===== src/rtl/byte_joiner_pkg.sv =====
// Shared CPU datapath widths and types for building 16-bit words from byte sources.
package byte_joiner_pkg;

    localparam int BYTE_W = 8;
    localparam int WORD_W = 16;

    typedef logic [BYTE_W-1:0] byte_t;
    typedef logic [WORD_W-1:0] word_t;

endpackage : byte_joiner_pkg


===== src/rtl/byte_joiner.sv =====
// Joins a high and low half into one word; combinational result plus a
// one-cycle registered copy for pipeline-stage alignment.
module byte_joiner
    import byte_joiner_pkg::*;
#(
    parameter int HALF_W = BYTE_W
) (
    input  logic                  clk,
    input  logic                  rst,
    input  logic [HALF_W-1:0]     low,
    input  logic [HALF_W-1:0]     high,
    output logic [2*HALF_W-1:0]   o,
    output logic [2*HALF_W-1:0]   o_q
);

    // Bits pass straight through in position; no arithmetic or swapping.
    assign o = {high, low};

    always_ff @(posedge clk) begin
        if (rst) begin
            o_q <= '0;
        end else begin
            o_q <= o;
        end
    end

endmodule : byte_joiner


===== config.mk =====
export PLATFORM = sky130hd
export DESIGN_NAME = byte_joiner
export DESIGN_NICKNAME = d
export VERILOG_FILES = /design/src/rtl/byte_joiner_pkg.sv /design/src/rtl/byte_joiner.sv
export SDC_FILE = /design/constraint.sdc
export NUM_CORES = 1
export LEC_CHECK = 0
export ABC_AREA = 1
export CAP_MARGIN = 0
export CORE_MARGIN = 1
export CORE_UTILIZATION = 27
export CTS_CLUSTER_DIAMETER = 100
export DETAILED_ROUTE_END_ITERATION = 6
export PLACE_DENSITY = 0.76
export RECOVER_POWER = 100
export SLEW_MARGIN = 0
export SYNTH_ARGS = -nofsm -noshare
export SYNTH_HDL_FRONTEND = slang
export SYNTH_SLANG_ARGS = --single-unit

===== constraint.sdc =====
create_clock -name clk -period 0.8 [get_ports clk]
set_input_delay 0.08 -clock clk [delete_from_list [all_inputs] [get_ports clk]]
set_output_delay 0.08 -clock clk [all_outputs]
set_load 0.1 [all_outputs]

==> flow_metrics.py <==
metrics = {
    "drt": {
        "wire_per_inst_um": 11.1,
        "initialDrtViolationCount": 0,
        "postRouteAntennaNets": 0,
        "drc_errors": 0,
        "vias": 465,
        "drt-total-wl_um": 1430,
        "via_per_inst": 3.63,
        "first_pass_iters": 1,
    },
    "synthesis": {
        "synth-async-reset-ratio": 0,
        "ys_warn_count": 0,
        "avgSynthCellArea_um2": 9.00,
        "syn_nets": 84,
        "synthCells": 66,
        "yosys.area.top_type_share": 0.539,
        "synth_top_area_cell": "dfxtp_1",
        "synth_seq_cells": 16,
        "synth_seq_area_share": 0.539,
        "synth_edf_count": 0,
        "synth_cell_type_count": 7,
        "yosys-top-cells-count": "buf_4, dfxtp_1, inv_1, nor2_1, nor2_2",
        "ys.flop_type": "dfxtp_1",
        "synthTopCellsByArea": "dfxtp_1, buf_4, inv_1",
        "synth.cell_area_um2": 594,
    },
    "worst_hold_path": {
        "hp-class": "in -> reg",
        "worstHoldStart": "high[7]",
    },
    "timing": {
        "rsz0062_at_grt": "true",
        "tns_ps": -1410,
        "setup_slack_ps": -108,
        "drv_slew": 0,
        "relSlewSlack": 0.785,
        "holdWs_ps": 137,
        "hold_viol_final": 0,
        "fin_crit_sh": 1.14,
        "worst_pin_slew_ps": 323,
        "layout_min_cycle_time_ps": 908,
        "final-setup-viol-count": 16,
        "max_clock_freq_ghz": 1.10,
    },
    "worst_setup_path": {
        "worst-path-max-fanout": 1,
        "end_kind": "output port",
        "startpoint": "o_q[9]",
        "crit_chain": "buf_12",
        "path_class": "reg -> out",
        "worst-path-stages": 1,
        "arrival_ps": 830,
        "crit_end": "o_q[9]",
        "startpoint_type": "flip-flop",
        "cp_top_family": "flip-flops",
        "slowest_stage": "dfxtp_2",
        "crit_required_ps": 720,
        "slowest_delay_ps": 360,
        "path_buf_inv": 1,
    },
    "power_and_ir_drop": {
        "intPower_mw": 1.29,
        "p_switching_mw": 0.990,
        "p_leak_nw": 0.574,
        "ir_worst_vdd_mv": 0.892,
        "sw_frac_of_total": 0.434,
        "clockPowerShare": 0.182,
        "p_comb_frac": 0.430,
        "p_per_area_mw_per_mm2": 2040,
        "seqPwrFrac": 0.387,
    },
    "floorplan": {
        "ios": 50,
        "initial_core_util": 0.294,
        "die_h_um": 48.9,
        "rows": 16,
        "die_area_mm2": 0.00239,
        "coreArea_mm2": 0.00202,
        "die_w_um": 48.9,
    },
    "clock_tree": {
        "clkTransAtPathRegs_ps": 90,
        "clock_sinks": 16,
        "numCtsBuffers": 3,
        "htree_num_levels": 1,
        "max-clock-path-buffers": 2,
        "cts_tree": "done",
        "cts_hold_buf": 0,
        "postCtsSetupRepairBufs": 0,
        "clock-root-buffer": "clkbuf_4",
    },
    "cells_and_area": {
        "area_growth_pct": 88.4,
        "n_antenna_cell": 0,
        "top_register": "o_q",
        "drive_above_1_share": 0.545,
        "largest_register_ffs": 16,
        "final_nets": 121,
        "seqCellArea_um2": 340,
        "reg.largest.list": "o_q (16)",
        "multiInputGateArea_um2": 67.6,
        "n_fill_cell": 199,
    },
    "global_routing": {
        "overflow": 0,
        "grt_usage": 0.135,
        "grt_pass1_wl_um": 2280,
        "grt_max_degree": 17,
        "grt_pass1_vias": 468,
        "antenna_found_initial": 0,
    },
    "run_status": {
        "violations": "setup timing",
        "status": "finished, violations left",
    },
    "place": {
        "place_congestion": 0.652,
        "dpl.hpwl_um": 1210,
        "io_buffers": 49,
    },
    "run": {
        "drv_cap": 0,
    },
}
## per-layer routing
| metal | vias up | wire [um] | track usage |
|---|---|---|---|
| li1 | 236 | - | - |
| met1 | 188 | 513 | 0.126 |
| met2 | 38 | 709 | 0.220 |
| met3 | 3 | 166 | 0.0810 |
| met4 | 0 | 38 | 0.0882 |
| met5 | - | 0 | 0 |
## cell usage in the layout (no fill, tap or decap)
master | netlist | routed
dfxtp_2 | 0 | 16
dlygate4sd2_1 | 0 | 16
buf_12 | 0 | 16
clkbuf_4 | 0 | 18
inv_1 | 16 | 16
buf_4 | 16 | 1
nor2_1 | 13 | 13
clkdlybuf4s50_1 | 0 | 1
clkbuf_2 | 0 | 1
nor2_2 | 3 | 3
## worst min-delay path by stage
| stage | to | depth (start not counted) |
|---|---|---|
| 2_1_floorplan | o_q[0] | 2 |
| 3_3_place_gp | o_q[12] | 1 |
| 3_5_place_dp | o_q[12] | 1 |
| 4_1_cts | o_q[1] | 3 |
| 5_1_grt | o_q[0] | 3 |
| 6_report | o_q[15] | 3 |
## power by group through the flow
| stage | sequential (mW) | clock (mW) | combinational [mW] |
|---|---|---|---|
| after global placement | 0.901 | 0 | 1.15 |
| after detailed placement | 0.905 | 0 | 1.16 |
| after floorplan | 1.19 | 0 | 0.432 |
| final | 0.884 | 0.416 | 0.982 |
| after global routing | 0.888 | 0.478 | 1.01 |
| after CTS | 0.886 | 0.435 | 1.13 |
## cell type report
class                   instances  share of cell area
clock buffers                   3              0.0201
inverters                      16              0.0536
multi-input cells              16              0.0603
flip-flops and latches         16               0.304
well taps                      27              0.0302
repair buffers                 50               0.532
## through the flow
step	instances	area (um^2)	util	setup WS [ps]	total power, mW
after CTS	128	1340	0.660	-124	2.45
after global routing	128	1120	0.554	-150	2.37
after floorplan	66	614	-	94.2	1.63
final	128	1120	0.554	-108	2.28
after global placement	125	1330	0.659	-98.9	2.05
after detailed placement	125	1330	0.659	-123	2.06
## kinds of logic after synthesis
family | share of synthesized area
simple gates | 0.114
flops | 0.539
buf+inv | 0.347
## what timing repair did
| action | 4_1_cts | 5_1_grt |
|---|---|---|
| gates resized for setup | 16 | 0 |
| endpoints found under the setup margin | 32 | 16 |
| pin swaps | 0 | 0 |
(Power assumes the default switching activity.)
